### config.mk
export PLATFORM = sky130hd
export DESIGN_NAME = vga_timing_tx
export DESIGN_NICKNAME = d
export VERILOG_FILES = /design/src/rtl/vga_timing_tx_pkg.sv /design/src/rtl/vga_timing_tx_color_sel.sv /design/src/rtl/vga_timing_tx.sv
export SDC_FILE = /design/constraint.sdc
export NUM_CORES = 1
export LEC_CHECK = 0
export CORE_ASPECT_RATIO = 1.1
export CORE_UTILIZATION = 30
export CTS_CLUSTER_SIZE = 20
export DETAILED_ROUTE_END_ITERATION = 8
export PLACE_DENSITY_LB_ADDON = 0.05
export SETUP_SLACK_MARGIN = 0.05
export SLEW_MARGIN = 25
export SYNTH_ARGS = -nofsm -noshare
export SYNTH_HDL_FRONTEND = slang
export SYNTH_SLANG_ARGS = --single-unit
### constraint.sdc
create_clock -name CLK50MHZ -period 1.69 [get_ports CLK50MHZ]
set_input_delay 0.507 -clock CLK50MHZ [delete_from_list [all_inputs] [get_ports CLK50MHZ]]
set_output_delay 0.507 -clock CLK50MHZ [all_outputs]
set_load 0.01 [all_outputs]
### src/rtl/vga_timing_tx_pkg.sv
// Shared VGA 640x480@60 timing defaults, colour type and the 8-entry palette.
// Imported by the timing top and the colour selector.
package vga_timing_tx_pkg;

    localparam int unsigned DEF_H_VIS = 640;
    localparam int unsigned DEF_H_FP  = 16;
    localparam int unsigned DEF_H_PW  = 96;
    localparam int unsigned DEF_H_BP  = 48;
    localparam int unsigned DEF_V_VIS = 480;
    localparam int unsigned DEF_V_FP  = 10;
    localparam int unsigned DEF_V_PW  = 2;
    localparam int unsigned DEF_V_BP  = 33;
    localparam int unsigned CNT_W     = 10;

    typedef struct packed {
        logic [3:0] r;
        logic [3:0] g;
        logic [3:0] b;
    } rgb_t;

    function automatic rgb_t palette_lookup(input logic [2:0] idx);
        rgb_t c;
        case (idx)
            3'd0:    c = 12'h000;
            3'd1:    c = 12'hF00;
            3'd2:    c = 12'h0F0;
            3'd3:    c = 12'h00F;
            3'd4:    c = 12'hFF0;
            3'd5:    c = 12'h0FF;
            3'd6:    c = 12'hF0F;
            3'd7:    c = 12'hFFF;
            default: c = 12'h000;
        endcase
        return c;
    endfunction

endpackage

### src/rtl/vga_timing_tx_color_sel.sv
// Palette index selection: NEXT/PREV step a pending index at any clock,
// and the shown index only follows it at the frame-start strobe.
module vga_timing_tx_color_sel
    import vga_timing_tx_pkg::*;
(
    input  logic clk,
    input  logic rst,
    input  logic btn_next,
    input  logic btn_prev,
    input  logic load,
    input  logic visible,
    output rgb_t rgb
);

    logic [2:0] pending_idx_r;
    logic [2:0] shown_idx_r;
    logic [2:0] lookup_idx_s;

    // Pending index accumulates button steps; shown index latches it once per frame.
    always_ff @(posedge clk) begin
        if (rst) begin
            pending_idx_r <= 3'd0;
            shown_idx_r   <= 3'd0;
        end else begin
            if (btn_next && !btn_prev) begin
                pending_idx_r <= pending_idx_r + 3'd1;
            end else if (btn_prev && !btn_next) begin
                pending_idx_r <= pending_idx_r - 3'd1;
            end else begin
                pending_idx_r <= pending_idx_r;
            end
            if (load) begin
                shown_idx_r <= pending_idx_r;
            end else begin
                shown_idx_r <= shown_idx_r;
            end
        end
    end

    // Pixel (0,0) is sampled on the load tick itself, so it must already see the new index.
    always_comb begin
        lookup_idx_s = shown_idx_r;
        rgb          = 12'h000;
        if (load) begin
            lookup_idx_s = pending_idx_r;
        end else begin
            lookup_idx_s = shown_idx_r;
        end
        if (visible) begin
            rgb = palette_lookup(lookup_idx_s);
        end else begin
            rgb = 12'h000;
        end
    end

endmodule

### src/rtl/vga_timing_tx.sv
// VGA transmitter: half-rate pixel tick, h/v counters, sync decode and
// registered pin drivers for a single frame-stable palette colour.
module vga_timing_tx
    import vga_timing_tx_pkg::*;
#(
    parameter int unsigned H_VIS = DEF_H_VIS,
    parameter int unsigned H_FP  = DEF_H_FP,
    parameter int unsigned H_PW  = DEF_H_PW,
    parameter int unsigned H_BP  = DEF_H_BP,
    parameter int unsigned V_VIS = DEF_V_VIS,
    parameter int unsigned V_FP  = DEF_V_FP,
    parameter int unsigned V_PW  = DEF_V_PW,
    parameter int unsigned V_BP  = DEF_V_BP
) (
    input  logic       CLK50MHZ,
    input  logic       RST,
    input  logic       BTN_NEXT,
    input  logic       BTN_PREV,
    output logic [3:0] VGA_R,
    output logic [3:0] VGA_G,
    output logic [3:0] VGA_B,
    output logic       VGA_HSYNC,
    output logic       VGA_VSYNC,
    output logic       FRAME
);

    localparam logic [CNT_W-1:0] H_LAST     = CNT_W'(H_VIS + H_FP + H_PW + H_BP - 1);
    localparam logic [CNT_W-1:0] V_LAST     = CNT_W'(V_VIS + V_FP + V_PW + V_BP - 1);
    localparam logic [CNT_W-1:0] H_VIS_END  = CNT_W'(H_VIS);
    localparam logic [CNT_W-1:0] V_VIS_END  = CNT_W'(V_VIS);
    localparam logic [CNT_W-1:0] H_SYNC_LO  = CNT_W'(H_VIS + H_FP);
    localparam logic [CNT_W-1:0] H_SYNC_HI  = CNT_W'(H_VIS + H_FP + H_PW - 1);
    localparam logic [CNT_W-1:0] V_SYNC_LO  = CNT_W'(V_VIS + V_FP);
    localparam logic [CNT_W-1:0] V_SYNC_HI  = CNT_W'(V_VIS + V_FP + V_PW - 1);

    logic             phase_r;
    logic             tick_s;
    logic [CNT_W-1:0] h_cnt_r;
    logic [CNT_W-1:0] v_cnt_r;
    logic             visible_s;
    logic             hsync_n_s;
    logic             vsync_n_s;
    logic             frame_start_s;
    rgb_t             rgb_s;
    rgb_t             rgb_r;
    logic             hsync_r;
    logic             vsync_r;
    logic             frame_r;

    // Pixel-enable phase: first tick lands on the second clock after reset release.
    always_ff @(posedge CLK50MHZ) begin
        if (RST) begin
            phase_r <= 1'b0;
        end else begin
            phase_r <= ~phase_r;
        end
    end

    assign tick_s = phase_r;

    // Horizontal and vertical position counters, advanced once per pixel tick.
    always_ff @(posedge CLK50MHZ) begin
        if (RST) begin
            h_cnt_r <= '0;
            v_cnt_r <= '0;
        end else if (tick_s) begin
            if (h_cnt_r == H_LAST) begin
                h_cnt_r <= '0;
                if (v_cnt_r == V_LAST) begin
                    v_cnt_r <= '0;
                end else begin
                    v_cnt_r <= v_cnt_r + 10'd1;
                end
            end else begin
                h_cnt_r <= h_cnt_r + 10'd1;
            end
        end else begin
            h_cnt_r <= h_cnt_r;
            v_cnt_r <= v_cnt_r;
        end
    end

    // Region and sync decode of the current counter position.
    always_comb begin
        visible_s     = (h_cnt_r < H_VIS_END) && (v_cnt_r < V_VIS_END);
        hsync_n_s     = !((h_cnt_r >= H_SYNC_LO) && (h_cnt_r <= H_SYNC_HI));
        vsync_n_s     = !((v_cnt_r >= V_SYNC_LO) && (v_cnt_r <= V_SYNC_HI));
        frame_start_s = tick_s && (h_cnt_r == '0) && (v_cnt_r == '0);
    end

    vga_timing_tx_color_sel u_color_sel (
        .clk      (CLK50MHZ),
        .rst      (RST),
        .btn_next (BTN_NEXT),
        .btn_prev (BTN_PREV),
        .load     (frame_start_s),
        .visible  (visible_s),
        .rgb      (rgb_s)
    );

    // Pin registers: sync and colour move together on the tick; FRAME is a single clock wide.
    always_ff @(posedge CLK50MHZ) begin
        if (RST) begin
            hsync_r <= 1'b1;
            vsync_r <= 1'b1;
            rgb_r   <= 12'h000;
            frame_r <= 1'b0;
        end else if (tick_s) begin
            hsync_r <= hsync_n_s;
            vsync_r <= vsync_n_s;
            rgb_r   <= rgb_s;
            frame_r <= frame_start_s;
        end else begin
            hsync_r <= hsync_r;
            vsync_r <= vsync_r;
            rgb_r   <= rgb_r;
            frame_r <= 1'b0;
        end
    end

    assign VGA_R     = rgb_r.r;
    assign VGA_G     = rgb_r.g;
    assign VGA_B     = rgb_r.b;
    assign VGA_HSYNC = hsync_r;
    assign VGA_VSYNC = vsync_r;
    assign FRAME     = frame_r;

endmodule

## Word level (Yosys, flattened, before mapping)

Memories as Yosys holds them, arrays and structs flattened.
Index checks and enable logic that the tools add are counted.

| storage, ports and cells | value |
|---|---|
| register bits | 42 |
| bits in read-only memories | 96 |
| input bits | 4 |
| memories | 1 |

Memories:

| memory | words | bits a word | rd ports | clocked after Yosys merged registers in | wr ports | line | source |
|---|---|---|---|---|---|---|---|
| (name not given) | 8 | 12 | 1 | 0 | 0 | vga_timing_tx_pkg.sv:23 | `case (idx)` |

| operators by class | value |
|---|---|
| add/subtract/negate cells | 4 |
| order comparisons | 6 |
| equality and inequality tests | 2 |
| muxes and demuxes | 6 |
| bitwise gates (word level) | 1 |
| reductions and logical operators | 16 |

Operators with widths:

| operator | count |
|---|---|
| 10-bit by 1-bit adder with 10-bit output (second input constant) | 2 |
| 10-bit == test (second input constant) | 2 |
| 10-bit logical NOT | 2 |
| 10-bit 2-to-1 mux | 2 |
| 12-bit 2-to-1 mux | 1 |
| 10-bit >= comparator (second input constant) | 1 |
| 10-bit by 9-bit >= comparator with 1-bit output (second input constant) | 1 |
| 10-bit <= comparator (second input constant) | 1 |
| 10-bit by 9-bit <= comparator with 1-bit output (second input constant) | 1 |
| 10-bit < comparator (second input constant) | 1 |
| 10-bit by 9-bit < comparator with 1-bit output (second input constant) | 1 |
| 3-bit 2-to-1 mux | 3 |
| 1-bit logical AND | 7 |
| 1-bit logical NOT | 4 |
| 3-bit by 1-bit adder with 3-bit output (second input constant) | 1 |
| 3-bit by 1-bit subtractor with 3-bit output (second input constant) | 1 |
| 2-bit AND reduction | 1 |
| 2-bit nonzero test | 1 |
| 2-bit OR reduction | 1 |
| 1-bit inverter | 1 |

## Logic depth before layout (Yosys ltp)

An unclocked memory read counts as a cell.

| logic depth | value |
|---|---|
| depth in word-level cells | 6 |
| depth in mapped cells | 7 |
| depth with buffers taken out | 7 |

## Hierarchy

From an unflattened synthesis, not the netlist that was laid out.

| second synthesis, totals | value |
|---|---|
| cells, all modules | 229 |
| area total of the unflattened synthesis | 2063.2 um^2 |

By module, submodules not included:

| module | times used | cells each | area an instance (um^2) | sequential area each (um^2) |
|---|---|---|---|---|
| vga_timing_tx | 1 | 186 | 1677.9 | 720.7 |
| vga_timing_tx_color_sel | 1 | 43 | 385.4 | 120.1 |

## Least setup slack after synthesis

No wires, ideal clock.

| timing path | value |
|---|---|
| kind | register to register |
| start point | register h_cnt_r[0] |
| end point | register v_cnt_r[9] |
| library setup time | 70 ps |
| data arrival time | 1765 ps |
| path slack | -145 ps |
| stages on the path, launching flop included | 6 |
| cell sequence | dfxtp_1 > ha_1 > nand4_1 > or4_4 > or3_1 > a21oi_1 |

| between the ends | value |
|---|---|
| cells in the longest elaborated chain, start to end | 2 |

Ends and longest elaborated chain:

| what | line | source |
|---|---|---|
| start, declared | vga_timing_tx.sv:38 | `logic [CNT_W-1:0] h_cnt_r;` |
| start signal, assigned | vga_timing_tx.sv:75 | `h_cnt_r <= h_cnt_r + 10'd1;` |
| start signal, assigned | vga_timing_tx.sv:78 | `h_cnt_r <= h_cnt_r;` |
| 10-bit == test | vga_timing_tx.sv:67 | `if (h_cnt_r == H_LAST) begin` |
| 2-bit AND reduction (no source line) | n/a |  |
| end signal, assigned | vga_timing_tx.sv:72 | `v_cnt_r <= v_cnt_r + 10'd1;` |
| end signal, assigned | vga_timing_tx.sv:79 | `v_cnt_r <= v_cnt_r;` |
| end, declared | vga_timing_tx.sv:39 | `logic [CNT_W-1:0] v_cnt_r;` |

Every way passes these cells.
A chain may end at the register's enable or synchronous reset.

## Worst setup path in the final report

| timing path | value |
|---|---|
| start point | register h_cnt_r[1] |
| end point | register v_cnt_r[9] |

Same word-level chain as after synthesis.

==> out/metrics.cfg <==
[detailed_routing]
drcViolationCount = 0
avgRoutedWirePerCell_um = 13.73
vias_per_cell = 4.903
wirelength_um = 4532
vias = 1618
detail-route-antenna-nets = 0
drt_iter0_markers = 36
first_pass_iters = 4

[timing]
fmax_ghz = 0.6009
fin_setup_tns_ns = 0
relSlewSlack_pct = 71.36
min_period_over_period_pct = 98.47
layout_setup_ws_ns = 0.02593
grt_setup_unrepaired = yes
setup_viol = 0
hold_violations = 0
holdWs_ns = 0.4869
worst_slew_pin_slew_ns = 0.4263
finalMaxSlewViolations = 0
fin_skew_ns = 0.006759
period_needed_ns = 1.664

[cts]
clk_latency_ns = 0.29
clock_sinks = 33
cts_tree = done
ctsHoldBuffers = 0
cts_buffer_depth = 2
root_buffer = clkbuf_8
numCtsBuffers = 5
cts_max_level = 2
path_clk_slew_ns = 0.07

[place]
place_ws_ns = -0.6898
routabilityCongestion = 0.8121
port_buffers = 18
hpwl_um = 3327
dpl_cell_area_sq_um = 2256
dpl.cell_count = 318

[synth]
synth_seq_cells = 33
netlist_area_sq_um = 1805
syn_avg_cell_area_sq_um = 8.680
seq_area_frac_synth_pct = 36.59
ys.warnings.count = 0
async_flop_share_pct = 0
synth_cells = 208
ys_types = 43
synth-edff-count = 0
synth_nets = 218
synthFlopType = dfxtp_1

[finish]
nFillCells = 604
drive_above_1_share_pct = 33.60
n_antenna_cell = 0
fin_nets = 262
instances_no_fill = 330
stdcell_area_sq_um = 2470
synthToLayoutAreaGrowth_pct = 36.80
utilization_pct = 42.81

[floorplanning]
rows = 29
ioPinCount = 19
fp.dieH_um = 83.37
die_x_um = 75.97
start_util_pct = 31.29
fp.dieArea_sq_um = 6333
coreArea_sq_um = 5769

[pwr]
seq_power_share_pct = 47.9
switching_share_pct = 26.28
peakVddDrop_uv = 341.7
intPower_mw = 1.295
p_sw_mw = 0.4616
power_mw = 1.757
combPwrFrac_pct = 13.5
power.share.clock_pct = 38.7
power_leakage_nw = 0.9925
power.density_nw_per_um2 = 711.3

[global_route]
grt_antenna_before_repair = 0
grt_max_degree = 24
grt_pass1_wl_um = 7596
gr-total-overflow = 0
grt_pass1_vias = 1636
grt_use_total_pct = 15.33

[worst_setup_path]
crit_arrival_ns = 1.89
crit_required_ns = 1.92
end_kind = register
crit_path_start_kind = register
critPathKind = reg2reg
critPathMaxFanout = 4

[job]
drv_cap = 0

[outcome]
status = complete, no violations

[worst_hold_path]
hold_class = reg2reg

## final cells by class
class | instances | area (sq um) | area share (%)
clock inverters | 1 | 5.005 | 0.2026
flip-flops and latches | 33 | 685.7 | 27.76
repair buffers | 54 | 435.4 | 17.63
clock buffers | 7 | 96.34 | 3.901
well taps | 77 | 96.34 | 3.901
multi-input cells | 151 | 1112 | 45.04
inverters | 7 | 38.79 | 1.570
## path summary, 6_finish.rpt
check | to | cells past startpoint | slack (ns) | start
worst max register to register | v_cnt_r[9] | 5 | 0.03 | h_cnt_r[1]
worst max-delay path | v_cnt_r[9] | 5 | 0.03 | h_cnt_r[1]
worst min register to register | VGA_HSYNC | 2 | 0.49 | VGA_HSYNC
worst min-delay path | VGA_HSYNC | 2 | 0.49 | VGA_HSYNC
## power by group through the flow
stage | Clock (mW) | Combinational (mW) | Sequential (mW)
after global placement | 0 | 0.220 | 0.864
after floorplan | 0 | 0.154 | 0.850
after detailed placement | 0 | 0.228 | 0.865
after global routing | 0.733 | 0.261 | 0.849
final | 0.679 | 0.237 | 0.841
after CTS | 0.702 | 0.225 | 0.844
## cells in the final DEF, fill, tap and decap left out, drive strengths merged, types with 4 or more instances in the layout
| cell type | count |
|---|---|
| buf | 37 |
| dfxtp | 33 |
| dlygate4sd2 | 15 |
| a21oi | 15 |
| nor2 | 14 |
| nand3 | 14 |
| o21ai | 11 |
| nand2 | 10 |
| xnor2 | 9 |
| xor2 | 9 |
| clkbuf | 8 |
| nor3 | 7 |
| inv | 7 |
| or3 | 6 |
| nor4 | 6 |
| nand2b | 5 |
| nand4 | 5 |
| ha | 5 |
| and3 | 4 |
| and4 | 4 |
## routing by layer
metal	share of wire (%)	track usage (%)	wire (um)
met4	1.5	5.769	70
met5	0	0	0
met2	52	28.10	2346
met3	2.7	3.626	122
met1	44	17.02	1994
## registers in the layout, indices dropped and copies added (netlist names), 3 cells and up
signal,count
h_cnt_r,10
v_cnt_r,10
u_color_sel.pending_idx_r,3
u_color_sel.shown_idx_r,3
## what timing repair did
action,4_1_cts,5_1_grt
pin swaps,2,4
resized for setup,36,21
buffers inserted,1,3
setup endpoints to repair,32,17
endpoints found under the hold margin,0,0
cloned,0,0
## Yosys cell counts, types with 4 or more instances
library cell  number  area share, %
a21oi_1           15            4.2
buf_4             10            4.2
clkbuf_1           4           0.83
dfxtp_1           33             37
ha_1               5            3.5
inv_1              7            1.5
nand2_1           10            2.1
nand2b_1           5            1.7
nand3_1           14            3.9
nand4_1            5            1.7
nor2_1            14            2.9
nor3_1             7            1.9
nor4_1             6            2.1
o21ai_0           11            3.0
or3_1              5            1.7
xnor2_1            9            4.4
xor2_1             9            4.4
## cell families after synthesis
kind of cell	after synthesis	synth area share (%)
multiplexers	1	0.5544
XOR/XNOR	18	8.732
adder cells (fa/ha/maj)	6	4.574
flip-flops	33	36.59
buffers and inverters	24	7.969
AO/OA/AOI/OAI	34	11.30
AND/OR/NAND/NOR	92	30.29
## critical path, cell delays in order, from the launching register on
cell and delay [ns]:
dfxtp_4 0.38, ha_4 0.13, nand4_1 0.12, or4_4 0.47, or3_1 0.36, a21oi_1 0.14
Note: power is estimated with default switching activity, not from simulation.
